## src/rtl/adc_spi_multilane_master.sv

```systemverilog
// Multi-lane SPI master for simultaneous-sampling ADCs: one SCLK/SS pair, N_CHANNELS MISO lanes,
// captured words drained as an AXI-stream burst with tdest = channel index.
module adc_spi_multilane_master #(
  parameter int unsigned N_CHANNELS = 4,
  parameter int unsigned DATA_WIDTH = 16,
  parameter int unsigned DIV_WIDTH  = 8,
  localparam int unsigned LEN_WIDTH = $clog2(DATA_WIDTH + 1)
) (
  input  logic                  clock,
  input  logic                  reset,
  input  logic                  start,
  input  logic                  cfg_enable,
  input  logic [DIV_WIDTH-1:0]  cfg_divider,
  input  logic [LEN_WIDTH-1:0]  cfg_length,
  input  logic                  cfg_cpol,
  input  logic                  cfg_cpha,
  input  logic [N_CHANNELS-1:0] MISO,
  output logic                  SCLK,
  output logic                  SS,
  output logic                  busy,
  output logic [DATA_WIDTH-1:0] m_data,
  output logic [7:0]            m_dest,
  output logic                  m_valid,
  output logic                  m_last,
  input  logic                  m_ready,
  output logic                  overrun
);

  localparam int unsigned IDX_WIDTH  = (N_CHANNELS > 1) ? $clog2(N_CHANNELS) : 1;
  localparam int unsigned EDGE_WIDTH = LEN_WIDTH + 1;

  typedef enum logic [1:0] {StIdle, StSetup, StShift, StHold} state_e;

  state_e                state_q, state_d;
  logic [DIV_WIDTH-1:0]  div_q, cnt_q;
  logic [LEN_WIDTH-1:0]  len_q, len_eff;
  logic                  cpol_q, cpha_q;
  logic [EDGE_WIDTH-1:0] edge_q;
  logic                  sclk_q, ss_q, busy_q, overrun_q;
  logic [DATA_WIDTH-1:0] shreg_q [N_CHANNELS];
  logic [DATA_WIDTH-1:0] buf_q   [N_CHANNELS];
  logic                  buf_full_q;
  logic [IDX_WIDTH-1:0]  rd_idx_q;

  logic accept, tick, edge_last, beat, drain_done, can_load;

  always_comb begin
    accept     = (state_q == StIdle) && start && cfg_enable;
    tick       = (cnt_q == div_q);
    edge_last  = (edge_q == ({len_q, 1'b0} - EDGE_WIDTH'(1)));
    beat       = buf_full_q && m_ready;
    drain_done = beat && (rd_idx_q == IDX_WIDTH'(N_CHANNELS - 1));
    // The buffer may be refilled on the very cycle its last beat leaves.
    can_load   = !buf_full_q || drain_done;
    len_eff    = cfg_length;
    if ((cfg_length == '0) || (cfg_length > LEN_WIDTH'(DATA_WIDTH))) begin
      len_eff = LEN_WIDTH'(DATA_WIDTH);
    end

    state_d = state_q;
    unique case (state_q)
      StIdle:  if (accept) state_d = StSetup;
      StSetup: if (tick) state_d = StShift;
      StShift: if (tick && edge_last) state_d = StHold;
      StHold:  if (tick) state_d = StIdle;
      default: state_d = StIdle;
    endcase
  end

  always_ff @(posedge clock) begin
    if (!reset) begin
      state_q    <= StIdle;
      div_q      <= '0;
      cnt_q      <= '0;
      len_q      <= '0;
      cpol_q     <= 1'b0;
      cpha_q     <= 1'b0;
      edge_q     <= '0;
      sclk_q     <= 1'b0;
      ss_q       <= 1'b1;
      busy_q     <= 1'b0;
      overrun_q  <= 1'b0;
      buf_full_q <= 1'b0;
      rd_idx_q   <= '0;
      for (int i = 0; i < N_CHANNELS; i++) begin
        shreg_q[i] <= '0;
        buf_q[i]   <= '0;
      end
    end else begin
      state_q   <= state_d;
      overrun_q <= 1'b0;

      if (beat) begin
        if (drain_done) begin
          buf_full_q <= 1'b0;
          rd_idx_q   <= '0;
        end else begin
          rd_idx_q <= rd_idx_q + IDX_WIDTH'(1);
        end
      end

      if (state_q != StIdle) begin
        cnt_q <= tick ? '0 : cnt_q + DIV_WIDTH'(1);
      end

      unique case (state_q)
        StIdle: begin
          sclk_q <= cfg_cpol;
          if (accept) begin
            ss_q   <= 1'b0;
            busy_q <= 1'b1;
            cnt_q  <= '0;
            edge_q <= '0;
            div_q  <= cfg_divider;
            len_q  <= len_eff;
            cpol_q <= cfg_cpol;
            cpha_q <= cfg_cpha;
            for (int i = 0; i < N_CHANNELS; i++) shreg_q[i] <= '0;
          end
        end
        StSetup: ;
        StShift: begin
          if (tick) begin
            sclk_q <= ~sclk_q;
            edge_q <= edge_q + EDGE_WIDTH'(1);
            // Even edge count means a leading edge is next; cpha picks which edge samples.
            if (edge_q[0] == cpha_q) begin
              for (int i = 0; i < N_CHANNELS; i++) begin
                shreg_q[i] <= {shreg_q[i][DATA_WIDTH-2:0], MISO[i]};
              end
            end
          end
        end
        StHold: begin
          sclk_q <= cpol_q;
          if (tick) begin
            ss_q   <= 1'b1;
            busy_q <= 1'b0;
            if (can_load) begin
              for (int i = 0; i < N_CHANNELS; i++) buf_q[i] <= shreg_q[i];
              buf_full_q <= 1'b1;
              rd_idx_q   <= '0;
            end else begin
              overrun_q <= 1'b1;
            end
          end
        end
        default: ;
      endcase
    end
  end

  assign SCLK    = sclk_q;
  assign SS      = ss_q;
  assign busy    = busy_q;
  assign overrun = overrun_q;
  assign m_valid = buf_full_q;
  assign m_last  = buf_full_q && (rd_idx_q == IDX_WIDTH'(N_CHANNELS - 1));
  assign m_data  = buf_q[rd_idx_q];
  assign m_dest  = 8'(rd_idx_q);

endmodule
```

## config.mk

```make
export PLATFORM = sky130hd
export DESIGN_NAME = adc_spi_multilane_master
export DESIGN_NICKNAME = d
export VERILOG_FILES = /design/src/rtl/adc_spi_multilane_master.sv
export SDC_FILE = /design/constraint.sdc
export NUM_CORES = 1
export LEC_CHECK = 0
export ABC_AREA = 1
export BUFFER_PORTS_ARGS = -buffer_cell sky130_fd_sc_hd__buf_2
export CAP_MARGIN = 15
export CORE_MARGIN = 8
export CORE_UTILIZATION = 55
export CTS_BUF_LIST = sky130_fd_sc_hd__clkbuf_8
export CTS_CLUSTER_DIAMETER = 200
export DETAILED_ROUTE_END_ITERATION = 10
export GPL_ROUTABILITY_DRIVEN = 0
export PLACE_DENSITY = 0.84
export SYNTH_ARGS = -nofsm -noshare
export SYNTH_HDL_FRONTEND = slang
export SYNTH_SLANG_ARGS = --single-unit
```

## constraint.sdc

```tcl
create_clock -name clock -period 6.9 [get_ports clock]
set_input_delay 1.035 -clock clock [delete_from_list [all_inputs] [get_ports clock]]
set_output_delay 1.035 -clock clock [all_outputs]
set_load 0.05 [all_outputs]
```

* Word level (Yosys, flattened, before mapping)
Memories as Yosys holds them, arrays and structs flattened. A register that Yosys moved wholly into a read port is not among the register bits.
Index checks and enable logic that the tools add are counted.
** Storage, ports and cells
- Flip-flop bits (word level) :: 38
- RAM bits :: 128
- Bits of input ports :: 24
- Output and inout bits :: 30
- Word-level logic and storage cells :: 126
- Memories kept :: 2
** Memories
- buf_q :: depth 4, bits a word 16, rd ports 1, clocked after memory_dff 1, wr ports 4, RTL line 41 : logic [DATA_WIDTH-1:0] buf_q [N_CHANNELS];
- shreg_q :: depth 4, bits a word 16, rd ports 4, clocked after memory_dff 0, wr ports 4, RTL line 40 : logic [DATA_WIDTH-1:0] shreg_q [N_CHANNELS];
** Cells by class
- $add $sub $neg :: 4
- $lt $le $gt $ge :: 1
- Equal/unequal tests :: 12
- Multiplexer cells :: 60
- Bitwise operators :: 13
- Reduce and logical (&&, ||, !) cells :: 21
** Operators with widths (count)
- 16-bit two-way mux :: 12
- 8-bit two-way mux :: 4
- 1-bit two-way mux :: 26
- 2-bit two-way mux :: 10
- 6-bit two-way mux :: 2
- 1-bit bitwise OR :: 12
- 6-bit one-hot mux with 2 select lines :: 1
- 2-bit != test (second input constant) :: 5
- 3-bit AND reduction :: 3
- 8-bit by 1-bit adder with 8-bit output (second input constant) :: 1
- 8-bit equality test :: 1
- 2-bit one-hot mux with 4 select lines :: 1
- 6-bit by 1-bit adder with 6-bit output (second input constant) :: 1
- 2-bit equality test (second input constant) :: 3
- 6-bit equality test :: 1
- 1-bit logical AND :: 6
- 2-bit nonzero test :: 3
- 6-bit by 1-bit subtractor with 6-bit output (second input constant) :: 1
- 5-bit > comparator (second input constant) :: 1
- 5-bit logical NOT :: 1
- 5-bit two-way mux :: 1
- 1-bit one-hot mux with 2 select lines :: 2
- 2-bit AND reduction :: 2
- 4-bit AND reduction :: 1
- other kinds (9) :: 10

* Depth between registers and ports, before layout
Gate-level depths: netlist (run 1).
- Depth in word-level cells :: 9
- Gate-level depth with buffers :: 14
- Gate-level depth less buffers :: 14

* Worst setup path after synthesis (run 1)
No wires, ideal clock.
- Kind :: reg-to-output
- From :: register, netlist name rd_idx_q[0]
- To :: output port m_data[12]
- Data arrival time :: 2.068 ns
- Slack :: 3.797 ns
- Cell stages (with the launch flop) :: 5
- Path through :: dfxtp_1 clkbuf_1 clkbuf_1 o21ai_0 o22ai_1
** RTL lines
- end, declared :: RTL line 21 : output logic [DATA_WIDTH-1:0] m_data,

==> results.sh, run 1 <==
export IMPL_grt_use_met3=0.0379
export IMPL_worstSetupPathType="in2reg"
export IMPL_initial_core_util=0.566
export IMPL_synth_edf_count=112
export IMPL_rr_endpoint="shreg_q[3][1]$_SDFFCE_PN0P_"
export IMPL_busiest_layer="met2"
export IMPL_r2r_start="state_q[0]$_SDFFE_PN0P_"
export IMPL_clockBufferDepth=2
export IMPL_fin_crit_ps=3880
export IMPL_diodes=0
export IMPL_cts_resized=0
export IMPL_skew_ps=9.53
export IMPL_clk_latency_ps=450
export IMPL_antenna_found_initial=0
export IMPL_use_met2=0.292
export IMPL_r2r_cells=7
export IMPL_dr_pass1_iters=5
export IMPL_status="finished, final reports clean"
export IMPL_yosys_most_used_dff="edfxtp_1"
export IMPL_async_flop_share=0
export IMPL_fin_tns_setup_ps=0
export IMPL_grt_pass1_wl_um=25300
export IMPL_yosys_area_top_type_share=0.447
export IMPL_relSlewSlack=0.377
export IMPL_ant_nets=0
export IMPL_drt_wl_total_um=15100
export IMPL_ys_seq_area_frac=0.591
export IMPL_io_pins=54
export IMPL_cts_tree="built"
export IMPL_drtIter0Drc=548
export IMPL_r2r_slack_ps=3560
export IMPL_timing_final_crit_share=0.562
export IMPL_whs_ps=475
export IMPL_die_area_um2=17700
export IMPL_grt_pass1_vias=5234
export IMPL_critPathBufInv=2
export IMPL_hold_path_class="reg2reg"
export IMPL_dieHeight_um=133
export IMPL_h_tree_depth=4
export IMPL_avgSynthCellArea_um2=9.38
export IMPL_cp_end_kind="register"
export IMPL_crit_cells=6
export IMPL_yosys_area_top_type="edfxtp_1"
export IMPL_layout_drive_gt1_share=0.147
export IMPL_grt_use_met1=0.228
export IMPL_drc=0
export IMPL_setup_viol=0
export IMPL_pre_cts_ws_ps=2560
export IMPL_cts_hold_fix_buffers=0
export IMPL_clk_pin_slew_ps=90
export IMPL_num_vias=5371
export IMPL_clock_sink_count=166
export IMPL_rsz0062_at_grt="no"
export IMPL_viasPerCell=5.23
export IMPL_setup_slack_ps=3020
export IMPL_worstMarginPinSlew_ps=933
export IMPL_wl_per_cell_um=14.7
export IMPL_slowest_stage="nand3_1"
export IMPL_layout_nets=872
export IMPL_cpLargestDelayFamily="simple AND/OR/NAND/NOR gates"
export IMPL_cp_endpoint="shreg_q[3][1]$_SDFFCE_PN0P_"
export IMPL_postCtsSetupRepairBufs=0
export IMPL_max_cap_viol_count=0
export IMPL_dp_hpwl_um=10400
export IMPL_portBuffers=47
export IMPL_grt_remaining_overflow=0
export IMPL_ir_worst_vdd_v=0.000125
export IMPL_startpoint="reset"
export IMPL_critPathArrivalTime_ps=3960
export IMPL_grt_usage=0.179
export IMPL_powerDensity_nw_per_um2=300
export IMPL_syn_inst=802
export IMPL_cp_cell_sequence="buf_2 -> o21ai_1 -> a21oi_2 -> nand2_4 -> buf_4 -> nand3_1"
export IMPL_hold_viol=0
export IMPL_max_stage_delay_ps=640
export IMPL_ys_seq_elements=166
export IMPL_start_kind="primary input"
export IMPL_area_delta_synth_final_pct=9.71
export IMPL_max_freq_ghz=0.258
export IMPL_cts_root_buf="clkbuf_8"
export IMPL_leakage_nw=3.25
export IMPL_required_ps=6990
export IMPL_die_w_um=133
export IMPL_core_area_um2=13300
export IMPL_fp_row_count=42
export IMPL_grt_start_max_net_pins=67
export IMPL_ys_types=37
export IMPL_drv_slew=0
export IMPL_synth_area_leaders="edfxtp_1 (45%), dfxtp_1 (14%), nor2_1 (7.1%)"
export IMPL_netlist_area_um2=7520
export IMPL_numCtsBuffers=17
export IMPL_ys_warnings_count=0
export IMPL_crit_fanout=42
## layout make-up
cell class / instances / area, um2
Clock buffer: 17 / 234
Clock inverter: 15 / 199
Fill cell: 1121 / 5040
Inverter: 117 / 439
Multi-Input combinational cell: 484 / 2440
Sequential cell: 166 / 4440
Tap cell: 176 / 220
Timing Repair Buffer: 52 / 280
## registers in the layout, indices dropped and copies added (netlist names)
register / cells
buf_q: 64
shreg_q: 64
cnt_q: 8
div_q: 8
edge_q: 6
len_q: 5
rd_idx_q: 2
state_q: 2
SCLK: 1
SS: 1
busy: 1
cpha_q: 1
cpol_q: 1
m_valid: 1
overrun: 1
## cell families after synthesis
group	Yosys count	synth area share
AND/OR/NAND/NOR	355	0.220
other	1	0.000498
flip-flops	166	0.591
AO/OA/AOI/OAI	106	0.0752
adder cells (fa/ha/maj)	10	0.0166
buffers and inverters	157	0.0885
XOR/XNOR	7	0.00815
## Yosys cell counts (all sizes together), types with 2 or more instances
library cell	number
a21oi	37
buf	24
clkbuf	16
clkinv	2
dfxtp	54
edfxtp	112
ha	10
inv	115
nand2	105
nand3	61
nand4	7
nor2	174
nor3	4
o211ai	2
o21ai	48
o22ai	17
xnor2	3
xor2	4
## how the worst min path moves through the flow
| stage | startpoint | to | slack [ps] | cells after the start |
|---|---|---|---|---|
| floorplan | cpol_q$_SDFFE_PN0P_ | cpol_q$_SDFFE_PN0P_ | 450 | 2 |
| CTS | cpol_q$_SDFFE_PN0P_ | cpol_q$_SDFFE_PN0P_ | 480 | 2 |
| finish | cpol_q$_SDFFE_PN0P_ | cpol_q$_SDFFE_PN0P_ | 470 | 2 |
| global placement | cpol_q$_SDFFE_PN0P_ | cpol_q$_SDFFE_PN0P_ | 460 | 2 |
| global route | SS$_SDFFE_PN1P_ | SS$_SDFFE_PN1P_ | 510 | 2 |
| detailed placement | cpol_q$_SDFFE_PN0P_ | cpol_q$_SDFFE_PN0P_ | 470 | 2 |
## stage by stage
step	std cells	total power [W]	instance area, um2	util
4_1_cts	1026	0.00249	8240	0.620
2_1_floorplan	807	0.00163	7540	-
3_3_place_gp	994	0.00173	7810	0.587
6_report	1027	0.00247	8250	0.621
3_5_place_dp	994	0.00174	7810	0.587
5_1_grt	1027	0.00260	8250	0.621
## layer usage
layer	vias to the layer above	wire length [um]
li1	2675	-
met1	2498	6570
met2	178	7260
met3	20	1050
met4	0	249
met5	-	0
## worst min-delay path: stages (launching register included)
cell,delay [ps]
dfxtp_1,320
nand3_1,70
nand2_1,50
## where the power goes
part	switching (W)	leakage (nW)	internal, W
combinational	0.000380	1.44	0.000116
sequential	0.0000462	1.61	0.00118
clock	0.000352	0.210	0.000396
## cell usage in the layout, fill, tap and decap left out, types with 2 or more instances in the layout
cell / count
nand2_1: 102
xor2_1: 4
nor2_2: 13
nand3_1: 59
nand3_2: 2
o21ai_0: 47
clkbuf_8: 17
nand2_4: 2
inv_2: 4
clkinv_1: 5
dfxtp_1: 54
o211ai_1: 2
bufinv_16: 4
inv_1: 111
conb_1: 6
edfxtp_1: 112
clkinv_4: 2
buf_4: 4
nor2_4: 19
clkinvlp_4: 2
o22ai_1: 17
ha_1: 10
nand4_1: 7
nor2_1: 141
xnor2_1: 3
buf_2: 47
nor3_1: 4
inv_6: 4
a21oi_1: 36
Note: power is estimated with default switching activity, not from simulation.
==> inputs of run 2 (changes only) <==
--- a/config.mk
+++ b/config.mk
@@ -14,7 +14,7 @@
 export CTS_CLUSTER_DIAMETER = 200
 export DETAILED_ROUTE_END_ITERATION = 10
 export GPL_ROUTABILITY_DRIVEN = 0
-export PLACE_DENSITY = 0.84
+export PLACE_DENSITY = 0.87
 export SYNTH_ARGS = -nofsm -noshare
 export SYNTH_HDL_FRONTEND = slang
 export SYNTH_SLANG_ARGS = --single-unit
==> constraint.sdc (replaced) <==
create_clock -name clock -period 3.5 [get_ports clock]
set_input_delay 0.525 -clock clock [delete_from_list [all_inputs] [get_ports clock]]
set_output_delay 0.525 -clock clock [all_outputs]
set_load 0.05 [all_outputs]
==> run 2 against run 1 <==
  * Non-clock buffer count grew 5
  * Design area shrank 0.24%
  * Global-route usage grew 0.089 points
  * Register-to-register slack lost 2600 ps
  * Total power grew 90%
  * Clock power grew 71%
  * Critical endpoint is now m_data[9]
  * Largest cell class unchanged
==> results.sh, run 2 (synthesis gave the netlist of run 1 again) <==
export IMPL_hold_path_class="in2reg"
export IMPL_area_delta_synth_final_pct=9.45
export IMPL_required_ps=2970
export IMPL_grt_usage=0.180
export IMPL_leakage_nw=3.26
export IMPL_drtIter0Drc=712
export IMPL_dieHeight_um=133
export IMPL_drt_wl_total_um=15400
export IMPL_r2r_start="rd_idx_q[0]$_SDFF_PN0_"
export IMPL_diodes=0
export IMPL_start_kind="register"
export IMPL_cts_root_buf="clkbuf_8"
export IMPL_max_freq_ghz=0.348
export IMPL_hold_path_startpoint="cfg_cpha"
export IMPL_startpoint="rd_idx_q[0]$_SDFF_PN0_"
export IMPL_critPathArrivalTime_ps=2350
export IMPL_antenna_found_initial=0
export IMPL_final_common_cell="nor2_1"
export IMPL_setup_slack_ps=627
export IMPL_core_area_um2=13300
export IMPL_layout_drive_gt1_share=0.153
export IMPL_cts_tree="built"
export IMPL_clock_sink_count=166
export IMPL_max_stage_delay_ps=700
export IMPL_skew_ps=12.5
export IMPL_worstMarginPinSlew_ps=861
export IMPL_initial_core_util=0.566
export IMPL_rsz0062_at_grt="no"
export IMPL_h_tree_depth=4
export IMPL_layout_nets=877
export IMPL_grt_start_max_net_pins=67
export IMPL_pre_cts_ws_ps=1050
export IMPL_powerDensity_nw_per_um2=571
export IMPL_timing_final_crit_share=0.821
export IMPL_crit_fanout=32
export IMPL_die_w_um=133
export IMPL_grt_remaining_overflow=0
export IMPL_dp_cells=1000
export IMPL_fin_crit_ps=2870
export IMPL_slowest_stage="inv_1"
export IMPL_cts_hold_fix_buffers=0
export IMPL_grt_pass1_vias=5214
export IMPL_io_pins=54
export IMPL_viasPerCell=5.31
export IMPL_num_vias=5481
export IMPL_cp_end_kind="output port"
export IMPL_top_regs="buf_q: 64 flops, shreg_q: 64 flops"
export IMPL_drv_slew=0
export IMPL_dr_pass1_iters=5
export IMPL_ant_nets=0
export IMPL_clk_pin_slew_ps=80
export IMPL_die_area_um2=17700
export IMPL_layout_common_cells="nor2_1 (141), inv_1 (113), edfxtp_1 (112)"
export IMPL_numCtsBuffers=17
export IMPL_clockBufferDepth=2
export IMPL_cts_resized=0
export IMPL_status="finished, final reports clean"
export IMPL_hold_viol=0
export IMPL_portBuffers=47
export IMPL_dp_hpwl_um=10700
export IMPL_fp_row_count=42
export IMPL_instances_no_fill=1032
export IMPL_ir_worst_vdd_v=0.000248
export IMPL_max_cap_viol_count=0
export IMPL_wl_per_cell_um=15.0
export IMPL_worstSetupPathType="reg2out"
export IMPL_num_fill_cells=1044
export IMPL_drc=0
export IMPL_cp_cell_sequence="inv_1 -> o21ai_0 -> o22ai_1 -> buf_2"
export IMPL_postCtsSetupRepairBufs=0
export IMPL_setup_viol=0
export IMPL_relSlewSlack=0.425
export IMPL_fin_tns_setup_ps=0
export IMPL_grt_pass1_wl_um=25200
export IMPL_clk_latency_ps=470
==> run 2: changes by cell type in the layout (fill, tap and decap cells not counted) <==
cell        previous run  this run
inv_1                111       113
clkinvlp_4             2         4
clkinv_2               0         3
buf_12                 0         1
bufinv_16              4         1
clkinv_1               5         2
buf_8                  1         0
inv_6                  4         2
clkbuf_8              17        19
clkinv_4               2         1
buf_4                  4         9
==> run 2: path summary, 6_finish.rpt <==
| path | end | slack (ps) | cells past startpoint |
|---|---|---|---|
| worst max register to register | buf_q[3][12]$_SDFFCE_PN0P_ | 990 | 6 |
| worst max-delay path | m_data[9] | 630 | 4 |
| worst min register to register | SS$_SDFFE_PN1P_ | 480 | 2 |
| worst min-delay path | cpha_q$_SDFFE_PN0P_ | 250 | 3 |
==> run 2: cell type report <==
| type | instances | area [um2] | area share |
|---|---|---|---|
| clock buffers | 19 | 262 | 0.0318 |
| clock inverters | 13 | 109 | 0.0132 |
| inverters | 117 | 439 | 0.0533 |
| multi-input cells | 484 | 2440 | 0.296 |
| flip-flops and latches | 166 | 4440 | 0.540 |
| well taps | 176 | 220 | 0.0267 |
| repair buffers | 57 | 323 | 0.0392 |
==> run 2: power breakdown <==
part           switching, W  internal (W)
Combinational      0.000749      0.000236
Sequential         0.000102       0.00233
Clock              0.000685      0.000595
==> run 2: metrics by stage <==
step | utilization | hold WS [ps] | total power [W] | instance area, um2
3_3_place_gp | 0.591 | 456 | 0.00343 | 7860
6_report | 0.619 | 247 | 0.00470 | 8230
5_1_grt | 0.619 | 220 | 0.00493 | 8230
3_5_place_dp | 0.591 | 467 | 0.00346 | 7860
4_1_cts | 0.619 | 223 | 0.00473 | 8230
2_1_floorplan | - | 448 | 0.00322 | 7540
==> run 2: per-layer routing <==
| layer | up-vias | part of all wire | global-route usage |
|---|---|---|---|
| met5 | - | 0 | 0 |
| met4 | 0 | 0.030 | 0.0839 |
| met3 | 31 | 0.090 | 0.0598 |
| met2 | 265 | 0.48 | 0.291 |
| met1 | 2502 | 0.41 | 0.213 |
| li1 | 2683 | - | - |
==> run 2: critical path: cells and delay by family (launching register included) <==
| kind | cells | cell delay (ps) |
|---|---|---|
| flip-flops | 1 | 450 |
| AO/OA/AOI/OAI | 2 | 410 |
| buffers and inverters | 2 | 1020 |
